### config.mk
export PLATFORM = sky130hd
export DESIGN_NAME = divider_host
export DESIGN_NICKNAME = d
export VERILOG_FILES = /design/src/rtl/div_pkg.sv /design/src/rtl/divider_host.sv
export SDC_FILE = /design/constraint.sdc
export NUM_CORES = 1
export LEC_CHECK = 0
export ABC_AREA = 0
export CORE_UTILIZATION = 30
export DETAILED_ROUTE_END_ITERATION = 10
export HOLD_SLACK_MARGIN = 0.15
export SLEW_MARGIN = 5
export SYNTH_ARGS = -nofsm -noshare
export SYNTH_HDL_FRONTEND = slang
export SYNTH_SLANG_ARGS = --single-unit
### constraint.sdc
create_clock -name clk -period 2.5 [get_ports clk]
set_clock_uncertainty 0.05 [all_clocks]
set_input_delay 0.25 -clock clk [delete_from_list [all_inputs] [get_ports clk]]
set_output_delay 0.25 -clock clk [all_outputs]
set_load 0.005 [all_outputs]
### src/rtl/div_pkg.sv
// Shared definitions for the serial BCD divider host: FSM states and link-format constants.
package div_pkg;

  localparam int unsigned XS3_OFFSET       = 3;
  localparam int unsigned NUM_DIGITS       = 4;
  localparam int unsigned RESULT_W_DEFAULT = 10;

  typedef enum logic [2:0] {
    StIdle,
    StSend,
    StWait,
    StRecv,
    StDone
  } state_e;

endpackage

### src/rtl/divider_host.sv
// Host side of a serial divider link: sends four excess-3 digits, then collects an MSB-first
// result with timeout and framing checks, and reports it as a one-cycle response.
module divider_host
  import div_pkg::*;
#(
  parameter int unsigned TIMEOUT  = 64,
  parameter int unsigned RESULT_W = RESULT_W_DEFAULT
) (
  input  logic                clk,
  input  logic                rst,
  input  logic                req_valid,
  output logic                req_ready,
  input  logic [15:0]         req_digits,
  output logic                tx_valid,
  output logic [3:0]          tx_data,
  input  logic                rx_valid,
  input  logic                rx_data,
  output logic                rsp_valid,
  output logic [RESULT_W-1:0] rsp_quotient,
  output logic                rsp_div0,
  output logic                rsp_err
);

  localparam int unsigned WaitW = $clog2(TIMEOUT + 1);
  localparam int unsigned BitW  = $clog2(RESULT_W + 1);
  localparam int unsigned SendW = $clog2(NUM_DIGITS);

  state_e              state_q;
  logic [15:0]         digits_q;
  logic [SendW-1:0]    send_cnt_q;
  logic [WaitW-1:0]    wait_cnt_q;
  logic [BitW-1:0]     bit_cnt_q;
  logic [RESULT_W-1:0] shift_q;
  logic                tx_valid_q;
  logic [3:0]          tx_data_q;
  logic                rsp_valid_q;
  logic [RESULT_W-1:0] rsp_quotient_q;
  logic                rsp_div0_q;
  logic                rsp_err_q;

  logic [3:0]          next_digit;
  logic [RESULT_W-1:0] shift_next;

  // Digit to put on the link in the cycle after the one currently being sent.
  always_comb begin
    next_digit = 4'h0;
    unique case (send_cnt_q)
      2'd0:    next_digit = digits_q[11:8];
      2'd1:    next_digit = digits_q[7:4];
      2'd2:    next_digit = digits_q[3:0];
      default: next_digit = 4'h0;
    endcase
    shift_next = {shift_q[RESULT_W-2:0], rx_data};
  end

  always_ff @(posedge clk or posedge rst) begin
    if (rst) begin
      state_q        <= StIdle;
      digits_q       <= '0;
      send_cnt_q     <= '0;
      wait_cnt_q     <= '0;
      bit_cnt_q      <= '0;
      shift_q        <= '0;
      tx_valid_q     <= 1'b0;
      tx_data_q      <= 4'h0;
      rsp_valid_q    <= 1'b0;
      rsp_quotient_q <= '0;
      rsp_div0_q     <= 1'b0;
      rsp_err_q      <= 1'b0;
    end else begin
      rsp_valid_q <= 1'b0;
      unique case (state_q)
        StIdle: begin
          if (req_valid) begin
            digits_q   <= req_digits;
            send_cnt_q <= '0;
            bit_cnt_q  <= '0;
            tx_valid_q <= 1'b1;
            tx_data_q  <= req_digits[15:12] + 4'(XS3_OFFSET);
            state_q    <= StSend;
          end
        end
        StSend: begin
          if (send_cnt_q == SendW'(NUM_DIGITS - 1)) begin
            tx_valid_q <= 1'b0;
            tx_data_q  <= 4'h0;
            wait_cnt_q <= '0;
            state_q    <= StWait;
          end else begin
            send_cnt_q <= send_cnt_q + SendW'(1);
            tx_data_q  <= next_digit + 4'(XS3_OFFSET);
          end
        end
        StWait: begin
          if (rx_valid) begin
            shift_q   <= {{(RESULT_W - 1){1'b0}}, rx_data};
            bit_cnt_q <= BitW'(1);
            state_q   <= StRecv;
          end else if (wait_cnt_q == WaitW'(TIMEOUT - 1)) begin
            rsp_valid_q    <= 1'b1;
            rsp_quotient_q <= '0;
            rsp_div0_q     <= 1'b0;
            rsp_err_q      <= 1'b1;
            state_q        <= StDone;
          end else begin
            wait_cnt_q <= wait_cnt_q + WaitW'(1);
          end
        end
        StRecv: begin
          if (rx_valid) begin
            shift_q   <= shift_next;
            bit_cnt_q <= bit_cnt_q + BitW'(1);
            if (bit_cnt_q == BitW'(RESULT_W - 1)) begin
              rsp_valid_q    <= 1'b1;
              rsp_quotient_q <= shift_next;
              rsp_div0_q     <= &shift_next;
              rsp_err_q      <= 1'b0;
              state_q        <= StDone;
            end
          end else begin
            // Gap in the result stream: frame is broken, drop the partial value.
            rsp_valid_q    <= 1'b1;
            rsp_quotient_q <= '0;
            rsp_div0_q     <= 1'b0;
            rsp_err_q      <= 1'b1;
            state_q        <= StDone;
          end
        end
        StDone: begin
          rsp_div0_q <= 1'b0;
          rsp_err_q  <= 1'b0;
          state_q    <= StIdle;
        end
        default: state_q <= StIdle;
      endcase
    end
  end

  assign req_ready    = (state_q == StIdle);
  assign tx_valid     = tx_valid_q;
  assign tx_data      = tx_data_q;
  assign rsp_valid    = rsp_valid_q;
  assign rsp_quotient = rsp_quotient_q;
  assign rsp_div0     = rsp_div0_q;
  assign rsp_err      = rsp_err_q;

endmodule

==> flow_summary_export.csv <==
group,metric,value,unit
status,status,"complete, no violations",
floorplan,ios,40,
power_and_ir_drop,p_sw_share,34.8,%
floorplan,coreArea,8720,um^2
final_layout,seq_area,1380,um^2
synthesis,syn_area,2700,um^2
job,cap_violations,0,
clock_tree,root_buffer,"clkbuf_8",
routing,via_count,1831,
global_route,grt_pass1_wl,9.14,mm
timing,timing_max_transition_violations_final,0,
synthesis,netlist_instances,227,
place,place_hpwl,3.72,mm
synthesis,yosysWarningCount,0,
global_route,grt.overflow.total,0,
critical_path,crit_fanout,5,
power_and_ir_drop,p_sw,1.15,mW
synthesis,ys_ff_latch,55,
power_and_ir_drop,leakage,1.52,nW
power_and_ir_drop,pwr-share-comb,39.2,%
timing,fin_crit_sh,86.6,%
clock_tree,clk_pin_slew_worst_paths,100,ps
routing,routedWlPerCell,13.7,um
place,post-place-cells,371,
final_layout,syn2layout_area_growth,22.4,%
clock_tree,cts-resized-gates,0,
final_layout,fin_area,3300,um^2
routing,ant_nets,0,
clock_tree,tritoncts,"done",
synthesis,netlist.area_leader.share,51.0,%
worst_hold_path,worst_hold_path_type,"in2async",
critical_path,critPathArrivalTime,2310,ps
global_route,grt_pass1_vias,1851,
routing,first_pass_iters,4,
clock_tree,postCtsSetupRepairBufs,0,
floorplan,die_w,96.8,um
power_and_ir_drop,ir_drop,276,uV
floorplan,placementRows,34,
global_route,track_usage,11.8,%
clock_tree,clockBufferDepth,2,
routing,highest_layer,"met4",
routing,via_per_inst,4.84,
routing,m1WireLength,2.61,mm
timing,fin_ws,335,ps
timing,fmax,462,MHz
final_layout,fillCellCount,838,
power_and_ir_drop,p_per_area,999,nW/um^2
critical_path,end_kind,"register",
power_and_ir_drop,fin_total_pwr,3.30,mW
clock_tree,insertion_delay,310,ps
place,portBuffers,39,
final_layout,drive_gt1_share,9.63,%
floorplan,initial_core_util,30.9,%
clock_tree,cts_num_sinks,55,
routing,route.detailed.drc,0,
timing,worst_pin_slew,802,ps
critical_path,path_class,"reg2reg",
power_and_ir_drop,internal-power,2.15,mW
clock_tree,cts.htree.levels,2,
global_route,grt_antenna_before_repair,0,
routing,wl_met2,2.38,mm
floorplan,die_y,96.8,um
final_layout,stdcell_count,378,
timing,setup-tns-final,0,ps
critical_path,crit_required,2650,ps
routing,dr_wl_met3,120,um
clock_tree,cts-buffers-inserted,5,
synthesis,syn-mean-instance-area,11.9,um^2
power_and_ir_drop,clockPowerShare,17.6,%
timing,period_minus_slack,2160,ps
final_layout,nNetsFinal,299,
routing,finalWirelength,5.19,mm
final_layout,n_antenna_cell,0,
final_layout,multi_input_area,1200,um^2
timing,relSlewSlack,46.4,%
timing,hold_viol_final,0,
synthesis,synth_top_area_cell,"dfrtp_1",
place,place_area,3200,um^2
synthesis,ys_seq_area_share,51.0,%
routing,drt_iter0_drc,93,
clock_tree,hold_buffers,0,
synthesis,synth_cell_types,45,
place,place_ws,194,ps
synthesis,synth_area_leaders,"dfrtp_1, mux2_1, ha_1, nand2_1, mux2i_1",
synthesis,postSynthNetCount,256,
power_and_ir_drop,p_seq_share,43.2,%
critical_path,startpoint_type,"register",
floorplan,die_area,9380,um^2
global_route,grt_max_degree,32,
timing,rsz0062_at_grt,"no",
timing,setup_viol,0,
place,routabilityCongestion,0.772,
==> metal layers <==
layer | up-vias | GRT usage (%)
met3 | 6 | 2.38
met4 | 0 | 3.79
li1 | 897 | -
met2 | 29 | 17.7
met1 | 899 | 17.1
met5 | - | 0
==> power groups by stage <==
stage	clock (mW)	sequential (mW)	combinational, mW
after floorplan	0	1.37	0.990
after global placement	0	1.44	1.27
after detailed placement	0	1.45	1.30
after CTS	0.596	1.43	1.31
after global routing	0.621	1.48	1.46
final	0.581	1.43	1.29
==> Yosys cell counts, drive strengths merged <==
cell type  instances
a31oi              1
a22o               1
nand3              5
nor2               5
o32a               1
a21oi              7
o21a               3
nand2             22
nor2b              1
buf                8
o21ai             12
nor3b              1
nand4              3
nor4               1
nand3b             5
dfrtp             55
and2               8
a21o               8
nand2b             3
xor2               5
xnor2              1
a31o               2
o31ai              1
mux2i              7
and4b              1
inv               13
mux2              21
o311a              2
o22ai              2
nor3               5
nor4b              3
o211ai             2
ha                 8
a222oi             4
==> critical path, cell delays in order (launching register included) <==
cell      delay [ps]
dfrtp_1          440
inv_1             90
ha_1             250
a222oi_1         640
nand2_1          170
a31o_1           250
o32a_1           170
==> path summary, 6_finish.rpt <==
| check | startpoint | to | slack [ps] | cells past startpoint |
|---|---|---|---|---|
| max in group asynchronous | rst | shift_q[0] | 1580 | 3 |
| hold / removal | rst | digits_q[11] | 250 | 2 |
| setup reg to reg | send_cnt_q[0] | tx_data[2] | 340 | 6 |
| min in group clk | bit_cnt_q[3] | bit_cnt_q[3] | 440 | 1 |
| setup / recovery | send_cnt_q[0] | tx_data[2] | 340 | 6 |
| hold reg to reg | bit_cnt_q[3] | bit_cnt_q[3] | 440 | 1 |
==> registers in the layout, summed over array words and instances, names as in the netlist <==
name          count
rsp_quotient     10
tx_data           4
wait_cnt_q        7
send_cnt_q        2
bit_cnt_q         4
shift_q           9
tx_valid          1
digits_q         12
rsp_err           1
state_q           3
rsp_div0          1
rsp_valid         1
==> per-stage QoR <==
stage / utilization (%) / hold slack [ps]
after floorplan: - / 332
after global placement: 36.7 / 404
after detailed placement: 36.7 / 410
after CTS: 37.9 / 278
after global routing: 37.9 / 332
final: 37.9 / 253
==> area by class of cell <==
type | count | share of cell area, %
Clock buffer | 6 | 2.20
Clock inverter | 1 | 0.909
Inverter | 13 | 1.48
Multi-Input combinational cell | 151 | 36.3
Sequential cell | 55 | 41.7
Tap cell | 108 | 4.09
Timing Repair Buffer | 44 | 13.3
==> layout by cell type (no fill, tap or decap), types with 2 or more instances in the layout <==
master / n
dfrtp_1: 55
clkdlybuf4s50_1: 39
nand2_1: 22
mux2_1: 17
inv_1: 12
and2_1: 8
a21o_1: 8
o21ai_1: 8
ha_1: 8
a21oi_1: 7
mux2i_1: 7
nand3b_1: 5
xor2_1: 5
clkbuf_8: 5
nor2_1: 4
nand3_1: 4
nor3_1: 4
a222oi_1: 4
buf_4: 4
mux2_4: 3
nand4_1: 3
o21ai_0: 3
o21a_1: 3
nand2b_1: 2
o311a_1: 2
a31o_1: 2
nor4b_4: 2
o22ai_1: 2
o211ai_1: 2
==> cell families (layout without fill, tap and decap cells) <==
kind of cell    count (synthesis)  after routing  synth area share (%)
buf+inv                        21             64                  4.54
simple gates                   63             63                  15.2
xor+xnor                        6              6                  1.95
fa+ha+maj                       8              8                  3.71
mux                            28             28                  11.8
flops                          55             55                  51.0
compound gates                 46             46                  11.8
(Power assumes the default switching activity.)
